**config.mk**
```make
export PLATFORM = sky130hd
export DESIGN_NAME = vga_cell_scanner_flat
export DESIGN_NICKNAME = d
export VERILOG_FILES = /design/src/rtl/vga_pkg.sv /design/src/rtl/vga_cell_scanner_if.sv /design/src/rtl/vga_timing_counter.sv /design/src/rtl/vga_cell_scanner.sv /design/src/flat_wrapper.sv
export SDC_FILE = /design/constraint.sdc
export NUM_CORES = 1
export LEC_CHECK = 0
export ABC_AREA = 1
export CAP_MARGIN = 0
export CORE_ASPECT_RATIO = 1.4
export CORE_MARGIN = 2
export CORE_UTILIZATION = 60
export DETAILED_ROUTE_END_ITERATION = 7
export HOLD_SLACK_MARGIN = 0.02
export PLACE_DENSITY_LB_ADDON = 0.1
export SYNTH_ARGS = -nofsm -noshare
export SYNTH_HDL_FRONTEND = slang
export SYNTH_SLANG_ARGS = --single-unit
```
**constraint.sdc**
```tcl
create_clock -name i_clk -period 2.2 [get_ports i_clk]
set_input_delay 0.22 -clock i_clk [delete_from_list [all_inputs] [get_ports i_clk]]
set_output_delay 0.22 -clock i_clk [all_outputs]
set_load 0.05 [all_outputs]
```
**src/rtl/vga_pkg.sv**
```systemverilog
// Shared VGA 640x480@60 timing constants, cell-grid defaults and bus widths.
// Also used by background_generator (COLOR_W).
package vga_pkg;

    localparam int H_ACTIVE = 640;
    localparam int H_FP     = 16;
    localparam int H_SYNC   = 96;
    localparam int H_BP     = 48;
    localparam int H_TOTAL  = H_ACTIVE + H_FP + H_SYNC + H_BP;

    localparam int V_ACTIVE = 480;
    localparam int V_FP     = 10;
    localparam int V_SYNC   = 2;
    localparam int V_BP     = 33;
    localparam int V_TOTAL  = V_ACTIVE + V_FP + V_SYNC + V_BP;

    localparam int HW = 10;
    localparam int VW = 10;

    localparam int H_CELLS_DEF = 120;
    localparam int V_CELLS_DEF = 68;
    localparam int CELL_W_DEF  = 5;
    localparam int CELL_H_DEF  = 7;
    localparam int H_OFF_DEF   = 20;
    localparam int V_OFF_DEF   = 2;

    localparam int ADDR_W  = 13;
    localparam int COLOR_W = 6;

endpackage

```
**src/rtl/vga_cell_scanner_if.sv**
```systemverilog
// Scan output bundle: cell address (1 cycle after counters) and colour-aligned
// sync/blank/grid flags (2 cycles after counters). No backpressure.
interface vga_cell_scanner_if;
    import vga_pkg::*;

    logic [ADDR_W-1:0] o_address;
    logic              o_hsync;
    logic              o_vsync;
    logic              o_active;
    logic              o_grid;
    logic              o_frame_start;

    modport master (
        output o_address,
        output o_hsync,
        output o_vsync,
        output o_active,
        output o_grid,
        output o_frame_start
    );

    modport slave (
        input o_address,
        input o_hsync,
        input o_vsync,
        input o_active,
        input o_grid,
        input o_frame_start
    );

endinterface

```
**src/rtl/vga_timing_counter.sv**
```systemverilog
// Free-running h/v scan counters with combinational sync/active/frame decode.
// Latency 0 on the decode; no backpressure.
module vga_timing_counter
    import vga_pkg::*;
(
    input  logic          i_clk,
    input  logic          i_rst_n,
    output logic [HW-1:0] h,
    output logic [VW-1:0] v,
    output logic          hsync_raw,
    output logic          vsync_raw,
    output logic          active_raw,
    output logic          frame_start_raw
);

    always_ff @(posedge i_clk) begin
        if (!i_rst_n) begin
            h <= '0;
            v <= '0;
        end else if (h == HW'(H_TOTAL - 1)) begin
            h <= '0;
            v <= (v == VW'(V_TOTAL - 1)) ? '0 : v + 1'b1;
        end else begin
            h <= h + 1'b1;
        end
    end

    assign hsync_raw = !((h >= HW'(H_ACTIVE + H_FP)) &&
                         (h <  HW'(H_ACTIVE + H_FP + H_SYNC)));
    assign vsync_raw = !((v >= VW'(V_ACTIVE + V_FP)) &&
                         (v <  VW'(V_ACTIVE + V_FP + V_SYNC)));
    assign active_raw      = (h < HW'(H_ACTIVE)) && (v < VW'(V_ACTIVE));
    assign frame_start_raw = (h == '0) && (v == '0);

endmodule

```
**src/rtl/vga_cell_scanner.sv**
```systemverilog
// VGA scan timing plus incremental cell address; address 1 cycle, flags 2 cycles after counters.
// No backpressure: free-running scan.
module vga_cell_scanner
    import vga_pkg::*;
#(
    parameter int H_CELLS = H_CELLS_DEF,
    parameter int V_CELLS = V_CELLS_DEF,
    parameter int CELL_W  = CELL_W_DEF,
    parameter int CELL_H  = CELL_H_DEF,
    parameter int H_OFF   = H_OFF_DEF,
    parameter int V_OFF   = V_OFF_DEF
) (
    input  logic                i_clk,
    input  logic                i_rst_n,
    vga_cell_scanner_if.master  scan
);

    localparam int H_END = H_OFF + H_CELLS * CELL_W;
    localparam int V_END = V_OFF + V_CELLS * CELL_H;
    localparam int PXW   = $clog2(CELL_W + 1);
    localparam int COLW  = $clog2(H_CELLS + 1);
    localparam int LNW   = $clog2(CELL_H + 1);
    localparam int ROWW  = $clog2(V_CELLS + 1);

    logic [HW-1:0] h;
    logic [VW-1:0] v;
    logic          hsync_raw;
    logic          vsync_raw;
    logic          active_raw;
    logic          frame_start_raw;

    vga_timing_counter u_timing (
        .i_clk           (i_clk),
        .i_rst_n         (i_rst_n),
        .h               (h),
        .v               (v),
        .hsync_raw       (hsync_raw),
        .vsync_raw       (vsync_raw),
        .active_raw      (active_raw),
        .frame_start_raw (frame_start_raw)
    );

    logic [PXW-1:0]    px;
    logic [COLW-1:0]   col;
    logic [LNW-1:0]    ln;
    logic [ROWW-1:0]   row;
    logic [ADDR_W-1:0] row_base;

    logic h_in;
    logic v_in;
    logic in_win;
    logic line_end;

    assign h_in     = (h >= HW'(H_OFF)) && (h < HW'(H_END));
    assign v_in     = (v >= VW'(V_OFF)) && (v < VW'(V_END));
    assign in_win   = h_in && v_in;
    assign line_end = (h == HW'(H_TOTAL - 1));

    // Cell state is re-armed one pixel/line before the grid, so no stale value can leak in.
    always_ff @(posedge i_clk) begin
        if (!i_rst_n) begin
            px       <= '0;
            col      <= '0;
            ln       <= '0;
            row      <= '0;
            row_base <= '0;
        end else begin
            if (h == HW'(H_OFF - 1)) begin
                px  <= '0;
                col <= '0;
            end else if (in_win) begin
                if (px == PXW'(CELL_W - 1)) begin
                    px  <= '0;
                    col <= (col == COLW'(H_CELLS - 1)) ? '0 : col + 1'b1;
                end else begin
                    px <= px + 1'b1;
                end
            end

            if (line_end) begin
                if (v == VW'(V_OFF - 1)) begin
                    ln       <= '0;
                    row      <= '0;
                    row_base <= '0;
                end else if (v_in) begin
                    if (ln == LNW'(CELL_H - 1)) begin
                        ln <= '0;
                        if (row == ROWW'(V_CELLS - 1)) begin
                            row      <= '0;
                            row_base <= '0;
                        end else begin
                            row      <= row + 1'b1;
                            row_base <= row_base + ADDR_W'(H_CELLS);
                        end
                    end else begin
                        ln <= ln + 1'b1;
                    end
                end
            end
        end
    end

    logic s1_hsync;
    logic s1_vsync;
    logic s1_active;
    logic s1_grid;
    logic s1_frame_start;

    // Stage 1 lines up with the address; stage 2 lines up with background_generator's colour.
    always_ff @(posedge i_clk) begin
        if (!i_rst_n) begin
            scan.o_address     <= '0;
            s1_hsync           <= 1'b1;
            s1_vsync           <= 1'b1;
            s1_active          <= 1'b0;
            s1_grid            <= 1'b0;
            s1_frame_start     <= 1'b0;
            scan.o_hsync       <= 1'b1;
            scan.o_vsync       <= 1'b1;
            scan.o_active      <= 1'b0;
            scan.o_grid        <= 1'b0;
            scan.o_frame_start <= 1'b0;
        end else begin
            scan.o_address     <= in_win ? row_base + ADDR_W'(col) : '0;
            s1_hsync           <= hsync_raw;
            s1_vsync           <= vsync_raw;
            s1_active          <= active_raw;
            s1_grid            <= in_win;
            s1_frame_start     <= frame_start_raw;
            scan.o_hsync       <= s1_hsync;
            scan.o_vsync       <= s1_vsync;
            scan.o_active      <= s1_active;
            scan.o_grid        <= s1_grid;
            scan.o_frame_start <= s1_frame_start;
        end
    end

endmodule
```
**src/flat_wrapper.sv**
```systemverilog
// flat-port wrapper written by rule: the top's interface ports become plain ports
module vga_cell_scanner_flat import vga_pkg::*;
#(
    parameter int H_CELLS = H_CELLS_DEF,
    parameter int V_CELLS = V_CELLS_DEF,
    parameter int CELL_W  = CELL_W_DEF,
    parameter int CELL_H  = CELL_H_DEF,
    parameter int H_OFF   = H_OFF_DEF,
    parameter int V_OFF   = V_OFF_DEF
)
  (i_clk, i_rst_n, scan_o_address, scan_o_hsync, scan_o_vsync, scan_o_active, scan_o_grid, scan_o_frame_start);
  vga_cell_scanner_if scan_i ();
  input  logic i_clk;
  input  logic i_rst_n;
  output wire logic [$bits(scan_i.o_address)-1:0] scan_o_address;
  output wire logic [$bits(scan_i.o_hsync)-1:0] scan_o_hsync;
  output wire logic [$bits(scan_i.o_vsync)-1:0] scan_o_vsync;
  output wire logic [$bits(scan_i.o_active)-1:0] scan_o_active;
  output wire logic [$bits(scan_i.o_grid)-1:0] scan_o_grid;
  output wire logic [$bits(scan_i.o_frame_start)-1:0] scan_o_frame_start;
  assign scan_o_address = scan_i.o_address;
  assign scan_o_hsync = scan_i.o_hsync;
  assign scan_o_vsync = scan_i.o_vsync;
  assign scan_o_active = scan_i.o_active;
  assign scan_o_grid = scan_i.o_grid;
  assign scan_o_frame_start = scan_i.o_frame_start;
  vga_cell_scanner #(.H_CELLS(H_CELLS), .V_CELLS(V_CELLS), .CELL_W(CELL_W), .CELL_H(CELL_H), .H_OFF(H_OFF), .V_OFF(V_OFF)) u_core (.i_clk(i_clk), .i_rst_n(i_rst_n), .scan(scan_i));
endmodule
```
==> impl_metrics.yaml <==
final_layout:
  fin_util_pct: 68.3
  drive_above_1_share_pct: 10.3
  antenna_cells: 0
  syn_to_final_growth_pct: 12.0
  nets: 607
synth:
  synth_warnings: 0
  syn_inst: 565
  synth_nets: 583
  netlist.area_leader.share_pct: 37.0
  synth_seq_area_share_pct: 37.0
  syn_avg_cell_area_sq_um: 6.99
  synth.distinct_cells: 39
  synth_area_leaders: "dfxtp_1, nand2_1, inv_1"
  synthesis.area_sq_mm: 0.00395
  ys_seq_elements: 73
  synth_top_cell_by_area: "dfxtp_1"
worst_setup_path:
  critPathBufInv: 2
  path_max_fanout: 20
  worstSetupPathType: "register to register"
  worstSetupEndpointType: "register"
  cp_top_family: "simple AND/OR/NAND/NOR gates"
  r2r_slack_ps: 300
  crit_arrival_ps: 2150
  path_cells: "inv_1 > ha_1 > nand2_1 > nor2_4 > inv_2 > o21ai_4 > nand3_4 > a21oi_1 > nor2_1"
  slowest_delay_ps: 380
  critPathRequiredTime_ps: 2440
  setup.worst_path.start_class: "register"
  slowest_stage: "dfxtp_1"
routing:
  via_per_inst: 5.37
  wl_mm: 8.12
  drc: 0
  first_iter_violations: 215
  vias: 3586
  ant_nets: 0
  drt_first_pass_iters: 4
  wire_per_inst_microns: 12.2
cts:
  clk_latency_ps: 350
  post_cts_resized: 0
  clk_pin_slew_worst_paths_ps: 70
  cts-buffers-inserted: 9
  cts_max_level: 3
  clockBufferDepth: 2
  cts_setup_buffers: 0
  cts_root_buffer: "clkbuf_8"
  cts_tree: "done"
  hold_buffers: 0
  cts.sink_count: 73
timing:
  hold_violations: 0
  tns_ps: 0
  relSlewSlack_pct: 62.6
  period_needed_ps: 1900
  worstMarginPinSlew_ps: 557
  rsz0062_at_grt: "no"
  period_share_pct: 86.6
  setup_violations: 0
  finClkSkew_ps: 6.83
  maxSlewViolCount: 0
  max_freq_mhz: 525
floorplanning:
  start_util_pct: 61.0
  die_area_sq_mm: 0.00726
  io_pins: 20
  coreArea_sq_mm: 0.00648
  fp-row-count: 35
  die-width_microns: 72.6
  die_h_microns: 100
job:
  maxCapViolCount: 0
pwr:
  p_leak_nw: 1.81
  p_per_area_mw_per_mm2: 588
  ir_drop_mv: 0.410
global_route:
  grt_overflow_total: 0
  track_usage_pct: 24.4
  grt_max_degree: 21
  grt_pass1_vias: 3390
  grt_pass1_wl_mm: 14.2
  antenna_found_initial: 0
place:
  gp_congestion: 0.913
  place_hpwl_mm: 6.10
  buffer_ports.inserted: 19
run_status:
  run_status: "finished clean"
min_path:
  hp-class: "register to register"
[cell usage in the layout (no fill, tap or decap), types with 4 or more instances in the layout]
cell type	n
ha_1	16
a21oi_1	44
nand2_1	136
xor2_1	10
dfxtp_1	73
nor2_2	7
nand3_2	4
or2_2	5
inv_2	5
buf_4	6
nand3_1	30
nor2_1	53
nand2_2	4
inv_1	83
nand4_1	21
a21oi_2	6
clkdlybuf4s50_1	19
clkbuf_8	11
o21ai_0	15
nor3_1	13
[final timing paths]
kind                                            from                  end  depth (start not counted)
worst min-delay path                 u_core.s1_hsync  u_core.scan.o_hsync                          1
worst max-delay path            u_core.u_timing.v[1]   u_core.row_base[3]                          9
worst max register to register  u_core.u_timing.v[1]   u_core.row_base[3]                          9
worst min register to register       u_core.s1_hsync  u_core.scan.o_hsync                          1
[area by class of cell]
cell class,instances,area [sq um]
clock inverter,5,77.6
multi-input combinational,390,2050
fill,564,2060
sequential,73,1460
inverter,89,334
timing repair buffer,26,255
clock buffer,11,151
tap,74,92.6
[Yosys cell counts]
cell       instances
o31ai_1            2
o2111ai_1          1
nand3_1           30
nand2_2            4
buf_2              5
nor2_4             3
or2_1              1
xnor2_1            1
clkinv_1           1
nand4_1           21
buf_4              3
xor2_1            10
a21oi_1           44
nand3_4            1
nor4_1             3
nor2_1            53
nor3_2             1
nand2_4            1
buf_6              5
dfxtp_1           73
ha_1              16
o21bai_1           1
nand3_2            4
and3_1             1
nor3b_1            3
inv_2              5
a21oi_2            6
o21ai_0           15
o21ai_1            1
inv_1             83
nand2_1          136
or2_2              5
a22oi_1            2
o21ai_4            1
o211ai_1           1
nor3_1            13
o22ai_1            1
conb_1             1
nor2_2             7
[registers in the layout, summed over array words and instances (netlist names), 3 cells and up]
signal and cells:
u_core.row 7, u_core.row_base 10, u_core.scan.o_address 13, u_core.ln 3, u_core.u_timing.h 10, u_core.col 7
u_core.u_timing.v 10, u_core.px 3
[power breakdown]
part	internal (mW)	leakage [nW]	switching, mW
clock	0.696	0.115	0.500
combinational	0.0217	1.11	0.0472
sequential	1.33	0.590	0.00567
total	2.05	1.81	0.553
[layer usage]
layer / routed length (microns) / part of all wire (%) / GRT usage [%] / vias up
li1: - / - / - / 1857
met1: 3470 / 43 / 27.7 / 1650
met2: 4290 / 53 / 44.5 / 63
met3: 208 / 2.6 / 4.12 / 16
met4: 161 / 2.0 / 9.12 / 0
met5: 0 / 0 / 0 / -
[cell families after synthesis]
group	share of synthesized area (%)
flip-flops	37.0
buffers and inverters	11.1
AO/OA/AOI/OAI	10.9
XOR/XNOR	2.44
adder cells (fa/ha/maj)	5.07
AND/OR/NAND/NOR	33.5
other	0.0949
[per-stage QoR]
stage	setup WS, ps	power (mW)	instance area (sq um)	hold WS, ps	instances
after global placement	363	1.43	4200	396	652
after CTS	289	2.62	4420	422	668
after global routing	107	2.69	4420	437	668
after floorplan	639	1.41	3950	390	565
after detailed placement	302	1.44	4200	401	652
final	295	2.60	4420	417	668
Power figures use the tool's default switching activity.
